===== config.mk =====
export PLATFORM = sky130hd
export DESIGN_NAME = buffet_ctrl_sb
export DESIGN_NICKNAME = d
export VERILOG_FILES = /design/src/rtl/buffet_pkg.sv /design/src/rtl/buffet_scoreboard.sv /design/src/rtl/buffet_ctrl_sb.sv
export SDC_FILE = /design/constraint.sdc
export NUM_CORES = 1
export LEC_CHECK = 0
export BUFFER_PORTS_ARGS = -buffer_cell sky130_fd_sc_hd__buf_2
export CORE_MARGIN = 5
export CORE_UTILIZATION = 35
export CTS_CLUSTER_DIAMETER = 30
export CTS_CLUSTER_SIZE = 12
export DETAILED_ROUTE_END_ITERATION = 10
export GPL_ROUTABILITY_DRIVEN = 0
export PLACE_DENSITY = 0.53
export SYNTH_ARGS = -nofsm -noshare
export SYNTH_HDL_FRONTEND = slang
export SYNTH_HIERARCHICAL = 1
export SYNTH_SLANG_ARGS = --single-unit

===== constraint.sdc =====
create_clock -name clk -period 5 [get_ports clk]
set_clock_uncertainty 0.05 [all_clocks]
set_input_delay 0.25 -clock clk [delete_from_list [all_inputs] [get_ports clk]]
set_output_delay 0.25 -clock clk [all_outputs]
set_load 0.1 [all_outputs]

===== src/rtl/buffet_pkg.sv =====
// Shared widths, payload structs and helpers for the buffet controller family.
package buffet_pkg;

  localparam int unsigned BUF_DATA_W  = 32;
  localparam int unsigned BUF_ADDR_W  = 8;
  localparam int unsigned BUF_SB_SIZE = 4;

  typedef struct packed {
    logic                  valid;
    logic [BUF_ADDR_W-1:0] addr;
  } sb_entry_t;

  typedef struct packed {
    logic                  valid;
    logic [BUF_ADDR_W-1:0] offset;
    logic [BUF_ADDR_W-1:0] addr;
    logic                  will_update;
  } read_stage_t;

  function automatic int unsigned buf_depth(input int unsigned aw);
    return 32'd1 << aw;
  endfunction

endpackage


===== src/rtl/buffet_scoreboard.sv =====
// Read-will-update CAM: tracks absolute addresses with an update still pending.
module buffet_scoreboard
  import buffet_pkg::*;
#(
  parameter int unsigned SB_SIZE    = BUF_SB_SIZE,
  parameter int unsigned ADDR_WIDTH = BUF_ADDR_W
) (
  input  logic                  clk,
  input  logic                  reset_i,
  input  logic                  ins_en,
  input  logic [ADDR_WIDTH-1:0] ins_addr,
  input  logic                  clr_en,
  input  logic [ADDR_WIDTH-1:0] clr_addr,
  input  logic [ADDR_WIDTH-1:0] lookup_addr,
  output logic                  lookup_hit_c,
  output logic                  clr_hit_c,
  output logic                  full_c,
  output logic                  empty_c
);

  typedef struct packed {
    logic                  valid;
    logic [ADDR_WIDTH-1:0] addr;
  } entry_t;

  entry_t [SB_SIZE-1:0] ent;
  logic   [SB_SIZE-1:0] ins_sel;
  logic   [SB_SIZE-1:0] clr_sel;
  logic                 ins_found;
  logic                 clr_found;

  // Priority encode lowest free slot (insert) and lowest matching slot (clear).
  always_comb begin
    lookup_hit_c = 1'b0;
    full_c       = 1'b1;
    empty_c      = 1'b1;
    ins_sel      = '0;
    clr_sel      = '0;
    ins_found    = 1'b0;
    clr_found    = 1'b0;
    for (int i = 0; i < int'(SB_SIZE); i++) begin
      if (ent[i].valid) begin
        empty_c = 1'b0;
        if (ent[i].addr == lookup_addr) lookup_hit_c = 1'b1;
        if (ent[i].addr == clr_addr && !clr_found) begin
          clr_sel[i] = 1'b1;
          clr_found  = 1'b1;
        end
      end else begin
        full_c = 1'b0;
        if (!ins_found) begin
          ins_sel[i] = 1'b1;
          ins_found  = 1'b1;
        end
      end
    end
    clr_hit_c = clr_found;
  end

  always_ff @(posedge clk or posedge reset_i) begin
    if (reset_i) begin
      ent <= '0;
    end else begin
      for (int i = 0; i < int'(SB_SIZE); i++) begin
        if (clr_en && clr_sel[i]) ent[i].valid <= 1'b0;
        else if (ins_en && ins_sel[i]) ent[i] <= entry_t'{valid: 1'b1, addr: ins_addr};
      end
    end
  end

endmodule


===== src/rtl/buffet_ctrl_sb.sv =====
// Circular buffet controller with RAW scoreboard, credit output and sticky error.
module buffet_ctrl_sb
  import buffet_pkg::*;
#(
  parameter int unsigned DATA_WIDTH = BUF_DATA_W,
  parameter int unsigned ADDR_WIDTH = BUF_ADDR_W,
  parameter int unsigned SB_SIZE    = BUF_SB_SIZE
) (
  input  logic                  clk,
  input  logic                  reset_i,
  input  logic [DATA_WIDTH-1:0] fill_data_i,
  input  logic                  fill_valid_i,
  output logic                  fill_ready_o,
  input  logic [ADDR_WIDTH-1:0] read_idx_i,
  input  logic                  read_will_update_i,
  input  logic                  read_valid_i,
  output logic                  read_ready_o,
  input  logic [ADDR_WIDTH-1:0] update_idx_i,
  input  logic [DATA_WIDTH-1:0] update_data_i,
  input  logic                  update_valid_i,
  output logic                  update_ready_o,
  input  logic [ADDR_WIDTH:0]   shrink_num_i,
  input  logic                  shrink_valid_i,
  output logic                  shrink_ready_o,
  output logic                  wr_en_o,
  output logic [ADDR_WIDTH-1:0] wr_addr_o,
  output logic [DATA_WIDTH-1:0] wr_data_o,
  output logic                  rd_en_o,
  output logic [ADDR_WIDTH-1:0] rd_addr_o,
  output logic [ADDR_WIDTH:0]   credit_o,
  output logic                  err_o
);

  localparam int unsigned   DEPTH   = buf_depth(ADDR_WIDTH);
  localparam int unsigned   CW      = ADDR_WIDTH + 1;
  localparam logic [CW-1:0] DEPTH_C = CW'(DEPTH);

  typedef struct packed {
    logic                  valid;
    logic [ADDR_WIDTH-1:0] offset;
    logic [ADDR_WIDTH-1:0] addr;
    logic                  will_update;
  } stage_t;

  logic [ADDR_WIDTH-1:0] head, tail;
  logic [CW-1:0]         count, count_next;
  stage_t                stage;
  logic [ADDR_WIDTH-1:0] upd_abs;
  logic fill_fire, upd_fire, read_fire, shrink_fire, shrink_ok, shrink_bad, dispatch;
  logic sb_hit, sb_clr_hit, sb_full, sb_empty;

  assign fill_ready_o   = ~reset_i & (count < DEPTH_C) & ~update_valid_i;
  assign update_ready_o = ~reset_i;
  assign read_ready_o   = ~reset_i & (~stage.valid | dispatch);
  assign shrink_ready_o = ~reset_i & ~stage.valid & sb_empty;

  assign fill_fire   = fill_valid_i & fill_ready_o;
  assign upd_fire    = update_valid_i & update_ready_o;
  assign read_fire   = read_valid_i & read_ready_o;
  assign shrink_fire = shrink_valid_i & shrink_ready_o;
  assign shrink_ok   = shrink_fire & (shrink_num_i <= count);
  assign shrink_bad  = shrink_fire & ~shrink_ok;
  assign upd_abs     = tail + update_idx_i;

  // Staged read leaves once its data exists, no pending update covers it, and a slot is free.
  assign dispatch = stage.valid & ({1'b0, stage.offset} < count) & ~sb_hit
                  & (~stage.will_update | ~sb_full);

  assign count_next = count + CW'(fill_fire) - (shrink_ok ? shrink_num_i : '0);

  buffet_scoreboard #(
    .SB_SIZE    (SB_SIZE),
    .ADDR_WIDTH (ADDR_WIDTH)
  ) u_sb (
    .clk          (clk),
    .reset_i      (reset_i),
    .ins_en       (dispatch & stage.will_update),
    .ins_addr     (stage.addr),
    .clr_en       (upd_fire),
    .clr_addr     (upd_abs),
    .lookup_addr  (stage.addr),
    .lookup_hit_c (sb_hit),
    .clr_hit_c    (sb_clr_hit),
    .full_c       (sb_full),
    .empty_c      (sb_empty)
  );

  always_ff @(posedge clk or posedge reset_i) begin
    if (reset_i) begin
      head      <= '0;
      tail      <= '0;
      count     <= '0;
      credit_o  <= DEPTH_C;
      stage     <= '0;
      wr_en_o   <= 1'b0;
      wr_addr_o <= '0;
      wr_data_o <= '0;
      rd_en_o   <= 1'b0;
      rd_addr_o <= '0;
      err_o     <= 1'b0;
    end else begin
      if (fill_fire) head <= head + ADDR_WIDTH'(1);
      if (shrink_ok) tail <= tail + shrink_num_i[ADDR_WIDTH-1:0];
      count    <= count_next;
      credit_o <= DEPTH_C - count_next;

      // Update owns the write port; fill is already held off by its ready.
      wr_en_o <= upd_fire | fill_fire;
      if (upd_fire) begin
        wr_addr_o <= upd_abs;
        wr_data_o <= update_data_i;
      end else if (fill_fire) begin
        wr_addr_o <= head;
        wr_data_o <= fill_data_i;
      end

      rd_en_o <= dispatch;
      if (dispatch) rd_addr_o <= stage.addr;

      if (read_fire) begin
        stage <= stage_t'{valid: 1'b1, offset: read_idx_i,
                          addr: tail + read_idx_i, will_update: read_will_update_i};
      end else if (dispatch) begin
        stage.valid <= 1'b0;
      end

      err_o <= err_o | shrink_bad | (upd_fire & ~sb_clr_hit);
    end
  end

endmodule


# [Word-level counts from Yosys, hierarchy flattened]
# Cells that the tools add are included.
[word_totals] regBits=139 inputBits=96 wordCells=149
[op_classes] add_sub_neg=7 n_lt_le_gt_ge=3 eq_ne=8 muxes=52 bitwise=33 n_reduce_logical=24
[ops] cell="$eq A8 B8 Y1" count=8
[ops] cell="$mux W32" count=2
[ops] cell="$mux W9" count=5
[ops] cell="$mux W1" count=43
[ops] cell="$add A8 B8 Y8" count=3
[ops] cell="$and A1 B1 Y1" count=16
[ops] cell="$mux W8" count=2
[ops] cell="$not A1 Y1" count=12
[ops] cell="$reduce_bool A2 Y1" count=6
[ops] cell="$logic_and A1 B1 Y1" count=11
[ops] cell="$add A9 B1 Y9" count=1
[ops] cell="$le A9 B9 Y1" count=1
[ops] cell="$lt A8 B9 Y1" count=1
[ops] cell="$lt A9 B9 Y1 const B" count=1
[ops] cell="$sub A9 B9 Y9" count=1
[ops] cell="$sub A9 B9 Y9 const A" count=1
[ops] cell="$add A8 B1 Y8 const B" count=1
[ops] cell="$reduce_and A2 Y1" count=4
[ops] cell="$or A1 B1 Y1" count=5
[ops] cell="$logic_not A1 Y1" count=3

# [Depth between registers and ports, before layout]
# Gate-level depths: netlist of run 1.
[depth] ltp_word=19 depth_mapped=20 depth_no_buf=19

# [Cells and area by module]
# The synthesis of run 1 kept the hierarchy.
[modules_own_cells] module="buffet_ctrl_sb" n_inst=1 cells_per_inst=544 area_each_um2=5829.3 seq_area_each_um2=2553.7
[modules_own_cells] module="buffet_scoreboard" n_inst=1 cells_per_inst=194 area_each_um2=2244.7 seq_area_each_um2=900.9

# [Worst setup path before layout of run 1]
# Ideal clock, no wire load.
[synth_path] path_kind="input port to flip-flop" from="input port reset_i" to="register credit_o[7]" t_arrival_ns=6.784 slack_ns=-1.914 cell_stages=13 path_cell_list="inv_1 -> and3_1 -> and2_1 -> and2_1 -> clkbuf_1 -> nand2_1 -> ha_1 -> fa_1 -> xor2_1 -> or3_1 -> or3_1 -> nor3_1 -> xnor2_1"
[synth_between] elab_chain_cells=8
[synth_lines] element="from (decl)" line="buffet_ctrl_sb.sv:10" text="input logic reset_i,"
[synth_lines] element="$not A1 Y1" line="buffet_ctrl_sb.sv:55" text="assign shrink_ready_o = ~reset_i & ~stage.valid & sb_empty;"
[synth_lines] element="$and A1 B1 Y1 (2 in series)" line="buffet_ctrl_sb.sv:55"
[synth_lines] element="named net shrink_ready_o" line="buffet_ctrl_sb.sv:24" text="output logic shrink_ready_o,"
[synth_lines] element="$and A1 B1 Y1" line="buffet_ctrl_sb.sv:60" text="assign shrink_fire = shrink_valid_i & shrink_ready_o;"
[synth_lines] element="$and A1 B1 Y1" line="buffet_ctrl_sb.sv:61" text="assign shrink_ok = shrink_fire & (shrink_num_i <= count);"
[synth_lines] element="$mux W9" line="buffet_ctrl_sb.sv:69" text="assign count_next = count + CW'(fill_fire) - (shrink_ok ? shrink_num_i : '0);"
[synth_lines] element="$sub A9 B9 Y9" line="buffet_ctrl_sb.sv:69"
[synth_lines] element="named net count_next[2]" line="buffet_ctrl_sb.sv:46" text="logic [CW-1:0] count, count_next;"
[synth_lines] element="$sub A9 B9 Y9" line="buffet_ctrl_sb.sv:105" text="credit_o <= DEPTH_C - count_next;"
[synth_lines] element="to (signal assigned)" line="buffet_ctrl_sb.sv:105"
[synth_lines] element="to (decl)" line="buffet_ctrl_sb.sv:30" text="output logic [ADDR_WIDTH:0] credit_o,"
# The timed path passes the listed nets, and every way through them passes these cells.
# A chain may end at the register's enable or synchronous reset.

# [Worst setup path after layout of run 1]
[layout_path] from="register count[8]" to="register credit_o[8]"
[layout_between] elab_chain_cells=7
[layout_lines] element="from (decl)" line="buffet_ctrl_sb.sv:46"
[layout_lines] element="from (signal assigned)" line="buffet_ctrl_sb.sv:104" text="count <= count_next;"
[layout_lines] element="$lt A9 B9 Y1" line="buffet_ctrl_sb.sv:52" text="assign fill_ready_o = ~reset_i & (count < DEPTH_C) & ~update_valid_i;"
[layout_lines] element="$and A1 B1 Y1 (2 in series)" line="buffet_ctrl_sb.sv:52"
[layout_lines] element="$and A1 B1 Y1" line="buffet_ctrl_sb.sv:57" text="assign fill_fire = fill_valid_i & fill_ready_o;"
[layout_lines] element="$add A9 B1 Y9" line="buffet_ctrl_sb.sv:69"
[layout_lines] element="$sub A9 B9 Y9 *" line="buffet_ctrl_sb.sv:69"
[layout_lines] element="named net count_next[7]" line="buffet_ctrl_sb.sv:46"
[layout_lines] element="$sub A9 B9 Y9 *" line="buffet_ctrl_sb.sv:105"
# The timed path passes the listed nets; every way through them passes the cells marked *.

==> out/results.tsv, run 1 <==
metric	value	unit
Reg clk slew, reported paths	0.06	ns
CP Launch Type	flip-flop	
RSZ-0062 raised after global routing	no	
crit-path max FO	9	
VDD IR-drop max	0.316	mV
Clk Latency, worst-skew pair	0.42	ns
Syn. warnings	6	
register area share after synthesis	42.8	%
clk root buf	clkbuf_16	
max cap viols	0	
share of cells above drive strength 1	29.5	%
Critical Path Sink	credit_o[8]	
initial antenna violation count	0	
total power divided by cell area	618	mW/mm²
Slew @ Worst Pin	1.06	ns
Slew headroom	29.1	%
port bufs	159	
Cell Area, Placed	0.00919	mm²
largest area contributor in the netlist	dfrtp_1	
DR iter-0 viols	244	
number of flops mapped to enable cells by yosys	0	
max incr delay on CP	0.42	ns
CTS Buffer Depth	2	
number of global-route vias before repair	6102	
final net count	1078	
Pre-antenna DRT Iters	4	
CP Capture Type	flip-flop	
cts repair resizes	0	
worst endpoint required time	5.30	ns
Initial Util	35.6	%
Multi-input gate area	0.00437	mm²
# IOs	160	
crit share post-route	87.1	%
CTS H-tree lvls	4	
slowest CP cell	and2_1	
r2r worst-path depth	16	
Post-synth top flop	dfrtp_1	
Post-Layout Inst Area	0.0100	mm²
Synth area leaders	dfrtp_1 42%, ha_1 8.5%, xnor2_1 8.0%	
P_leak	4.74	nW
detailed-route wire length per cell	16.8	µm
WL final	20.4	mm
synthesized flop and latch total	138	
Antenna Nets Post-Route	0	
crit path from	count[8]	
delay-heaviest family, CP	compound AO/OA/AOI/OAI gates	
CTS Buf Count	17	
WS Path Type	flip-flop to flip-flop	
Die Ht	162	µm
CTS tree	yes	
num rows	55	
count leader, synth	dfrtp_1	
post-synth top area share	42.5	%
Max Freq	230	MHz
crit-path cells	inv_1, ha_1, and3_1, a221o_1, o21ai_0, and2_1, nand2_2, ha_4, ha_4, a21o_1, a21oi_2, o21ai_1, o41ai_2, xnor2_1, nor4_2, xor2_1	
Vias/cell	4.83	
Seq. cell area	0.00345	mm²
Setup violations, final	0	
Hold Crit Class	primary input to flip-flop	
r2r setup slk	0.65	ns
WP buf/inv	1	
total grt overflow	0	
status	finished, final reports clean	
Core Region	0.0227	mm²
diode count	0	
final hold violations	0	
RR Startpoint	count[8]	
Synth Area per Inst	10.9	µm²
full die area	0.0262	mm²
placed insts	1160	
Worst EP arrival	4.65	ns
Cell Count, Final, Fillers Out	1218	
# fillers	2198	
# clock sinks	138	
first-pass GRT wire length	33.0	mm
fraction of registers with async set/reset	100	%
Most Frequent Cell on Critical Path	ha_4	
DR DRC count	0	
Die W	162	µm
gr usage total	16.0	%
Final Slew Violations	0	
post-synthesis cell count	738	
reg-to-reg endpoint	credit_o[8]	
Tot Pwr	6.21	mW
Synth Net Count	893	
post-DP HPWL	15.1	mm
Crit. path cell count	16	
Mapped Area	0.00807	mm²
via count	5877	
Area Overhead vs Synth	24.5	%
largest net degree at the start of global routing	69	
Yosys cell types	62	
fin crit period	4.35	ns
Post-synth top cells	137 x dfrtp_1, 74 x nand2_1, 74 x xnor2_1, 55 x ha_1, 47 x o21ai_0	
[state kept, by name, indices dropped and copies added, names as in the netlist]
signal,count
count,9
credit_o,8
head,8
tail,8
wr_addr_o,8
wr_data_o,32
rd_addr_o,8
stage,18
err_o,1
rd_en_o,1
wr_en_o,1
u_sb/ent,36
[cell type report]
cell class                 count  area share, %
multi-input combinational    531           43.5
sequential                   138           34.4
timing repair buffer         196           11.4
clock buffer                  19           4.51
tap                          285           3.55
inverter                      39           1.49
clock inverter                10           1.20
[where the power goes]
part	switching [mW]	internal, mW
clock	0.491	0.753
sequential	0.370	1.47
combinational	2.05	1.07
total	2.91	3.29
[stage by stage]
step | util (%) | hold WS, ns | setup WS, ns | TNS (ns)
2_1_floorplan | - | 0.317 | -0.607 | -3.62
3_3_place_gp | 40.5 | 0.398 | 0.774 | 0
3_5_place_dp | 40.5 | 0.404 | 0.681 | 0
4_1_cts | 44.3 | 0.0000153 | 0.632 | 0
5_1_grt | 44.3 | 0.0137 | 0.339 | 0
6_report | 44.3 | 0.0102 | 0.647 | 0
[worst min path at each step]
| stage | slack [ns] | from | depth (start not counted) | to |
|---|---|---|---|---|
| final | 0.01 | update_data_i[31] | 3 | wr_data_o[31] |
| after global routing | 0.01 | update_data_i[31] | 3 | wr_data_o[31] |
| after CTS | 0.00002 | update_data_i[31] | 3 | wr_data_o[31] |
| after detailed placement | 0.40 | err_o | 2 | err_o |
| after global placement | 0.40 | err_o | 2 | err_o |
| after floorplan | 0.32 | update_data_i[0] | 2 | wr_data_o[0] |
[repair_timing]
item                      CTS  global route
hold endpoints to repair   64             0
hold buffers               29             0
setup buffers               0             0
[tightest hold or removal path: cells and delay by family]
kind	cells	cell delay (ns)
compound gates	1	0.06
buf+inv	1	0.08
simple gates	1	0.04
[placed cells by master, fill, tap and decap left out, types with 29 or more instances in the layout]
| cell type | count |
|---|---|
| xor2_1 | 32 |
| dlygate4sd3_1 | 29 |
| o21ai_0 | 47 |
| ha_1 | 51 |
| buf_2 | 159 |
| inv_1 | 36 |
| xnor2_1 | 74 |
| mux2_2 | 36 |
| mux2i_1 | 34 |
| dfrtp_1 | 137 |
| nand2_1 | 72 |
[cell families (layout without fill, tap and decap cells)]
logic type	after synthesis	count (layout)	share of synthesized area, %
xor+xnor	110	110	12.2
buf+inv	69	264	4.22
flops	138	138	42.8
compound gates	111	111	9.07
fa+ha+maj	59	59	9.51
simple gates	161	161	9.76
mux	90	90	12.4
[metal layers]
metal	vias to the layer above	GRT usage, %	wire length, µm
li1	2926	-	-
met1	2809	21.0	9550
met2	127	27.1	9830
met3	15	3.12	775
met4	0	4.23	263
met5	-	0	0
Power figures use the tool's default switching activity.
==> run 2, diff against run 1 <==
Settings changed: ABC_AREA from default to 1.
==> run 2 against run 1 <==
Worst setup slack improved by 0.24 ns. Routed wire length increased by 21%. Die area increased by 5.2%. Combinational power increased by 11%. Critical path depth increased by 8. Cell area increased by 1.9%. Final cell count increased by 30%. Sequential power about the same. Hold slack improved by 0.013 ns. Critical path type unchanged.
==> out/results.tsv, run 2 <==
metric	value	unit	change
status	finished, final reports clean		
number of global-route vias before repair	7472		+22%
post-DP HPWL	18.6	mm	+23%
post-synthesis cell count	1091		+48%
largest register by flop count	u_sb/ent		
Syn. warnings	6		unchanged
P_leak	5.30	nW	+12%
DR iter-0 viols	490		+100%
register area share after synthesis	40.5	%	-2.3 points
share of cells above drive strength 1	19.3	%	-10 points
total power divided by cell area	647	mW/mm²	+4.7%
Core Region	0.0242	mm²	+6.5%
commonest non-fill, non-tap cells in the layout	334 x nand2_1, 159 x buf_2, 137 x dfrtp_1		
Initial Util	35.3	%	-0.29 points
crit path from	count[8]		
Antenna Nets Post-Route	0		unchanged
CP Capture Type	flip-flop		
first-pass GRT wire length	40.3	mm	+22%
Die Ht	166	µm	+2.6%
full die area	0.0276	mm²	+5.2%
final net count	1399		+30%
commonest non-fill, non-tap cell in the layout	nand2_1		
Final Slew Violations	0		unchanged
# IOs	160		unchanged
Clk Latency, worst-skew pair	0.43	ns	about the same
num rows	57		+3.6%
Synth Area per Inst	7.81	µm²	-29%
clk root buf	clkbuf_16		
CTS Buf Count	17		unchanged
Slew headroom	40.0	%	+11 points
number of flops mapped to enable cells by yosys	0		unchanged
VDD IR-drop max	0.299	mV	-5.2%
Area Overhead vs Synth	20.1	%	
Yosys cell types	49		-21%
Post-synth top flop	dfrtp_1		
hold path start	fill_data_i[16]		
Tot Pwr	6.63	mW	+6.7%
CP Launch Type	flip-flop		
CTS Buffer Depth	2		unchanged
# clock sinks	138		unchanged
fraction of registers with async set/reset	100	%	unchanged
diode count	0		unchanged
detailed-route wire length per cell	15.6	µm	-6.7%
setup_tns	0	ns	unchanged
Mapped Area	0.00853	mm²	+5.6%
CTS H-tree lvls	4		unchanged
WS Path Type	flip-flop to flip-flop		
crit share post-route	82.3	%	-4.7 points
CTS tree	yes		
initial antenna violation count	0		unchanged
fin crit period	4.12	ns	-0.236 ns
Max Freq	243	MHz	+5.7%
crit-path max FO	15		+6
RSZ-0062 raised after global routing	no		
DR DRC count	0		unchanged
via count	7551		+28%
Die W	166	µm	+2.6%
Synth area leaders	dfrtp_1 40%, nand2_1 15%, ha_1 8.1%		
Worst EP arrival	4.43	ns	-0.22 ns
RR Startpoint	count[8]		
Synth Net Count	1246		+40%
Pre-antenna DRT Iters	5		+1
largest net degree at the start of global routing	68		-1.4%
max reg flops	36		unchanged
Vias/cell	4.78		-1.0%
total grt overflow	0		unchanged
post-synth top area share	40.2	%	-2.2 points
Post-synth top cells	335 x nand2_1, 137 x dfrtp_1, 118 x inv_1, 90 x nor2_1, 55 x ha_1		
Hold Crit Class	primary input to flip-flop		
Reg clk slew, reported paths	0.07	ns	about the same
cts repair resizes	0		unchanged
largest area contributor in the netlist	dfrtp_1		
count leader, synth	nand2_1		
Setup violations, final	0		unchanged
worst endpoint required time	5.31	ns	about the same
final hold violations	0		unchanged
Slew @ Worst Pin	0.897	ns	-0.158 ns
synthesized flop and latch total	138		unchanged
WL final	24.7	mm	+21%
biggest regs	u_sb/ent x36, wr_data_o x32, stage x18		
port bufs	159		unchanged
gr usage total	18.1	%	+2.1 points
max cap viols	0		unchanged
[run 2: cells by family (layout without fill, tap and decap cells)]
family                   count (synthesis)  count (layout)  synth area share, %
AND/OR/NAND/NOR                        531             531                 26.5
buffers and inverters                  161             327                 7.70
multiplexers                             1               1                0.132
AO/OA/AOI/OAI                          140             140                 9.91
flip-flops                             138             138                 40.5
adder cells (fa/ha/maj)                 59              59                 9.01
XOR/XNOR                                61              61                 6.27
[run 2: metrics by stage]
step	std cells	worst slack [ns]	cell area [µm²]	util (%)	hold WS, ns
CTS	1581	0.836	10200	42.4	0.00527
finish	1581	0.883	10200	42.4	0.0232
global placement	1548	0.936	9600	39.7	0.350
detailed placement	1548	0.866	9600	39.7	0.353
floorplan	1091	0.156	8530	-	0.350
global route	1581	0.452	10200	42.4	0.0110
[run 2: power by group]
part / switching, mW / internal (mW) / leakage (nW)
clock network: 0.581 / 0.766 / 0.303
registers: 0.341 / 1.48 / 1.69
logic: 2.56 / 0.895 / 3.31
[run 2: final cells by class]
cell class / instances / area (µm²)
Clock inverter: 15 / 203
Clock buffer: 17 / 425
Multi-Input combinational cell: 792 / 4420
Sequential cell: 138 / 3450
Tap cell: 324 / 405
Fill cell: 2484 / 13900
Timing Repair Buffer: 166 / 851
Inverter: 129 / 487
[run 2: final timing paths]
| kind | end | slack, ns | cells after the start |
|---|---|---|---|
| setup / recovery | credit_o[8] | 0.88 | 24 |
| hold / removal | wr_data_o[16] | 0.02 | 3 |
| setup reg to reg | credit_o[8] | 0.88 | 24 |
| hold reg to reg | head[3] | 0.42 | 1 |
| max in group asynchronous | stage[0] | 3.33 | 4 |
| min in group asynchronous | u_sb/ent[8] | 0.44 | 3 |
[run 2: critical path: stages (launching register included)]
cell	delay (ns)
dfrtp_1	0.42
inv_2	0.07
ha_1	0.29
nand2_1	0.08
nor2_1	0.19
nand4_1	0.13
nand2_2	0.14
inv_1	0.08
nor2_4	0.23
inv_1	0.24
nor2_1	0.16
ha_1	0.24
inv_1	0.05
ha_1	0.19
fa_1	0.48
inv_1	0.08
ha_1	0.13
inv_1	0.05
nor2_1	0.09
nand2_1	0.09
nor2_1	0.21
nand3_1	0.09
nor2_1	0.12
nand3_1	0.08
nand2_1	0.06
[run 2: metal layers]
layer,global-route usage (%),up-vias,part of all wire (%)
met3,3.83,29,5.3
li1,-,3846,-
met1,24.5,3482,46
met4,5.42,0,1.9
met2,29.2,194,46
met5,0,-,0
[run 2: what timing repair did]
action,in CTS,in global routing
endpoints found under the hold margin,50,0
buffers inserted,0,0
hold buffers,1,0
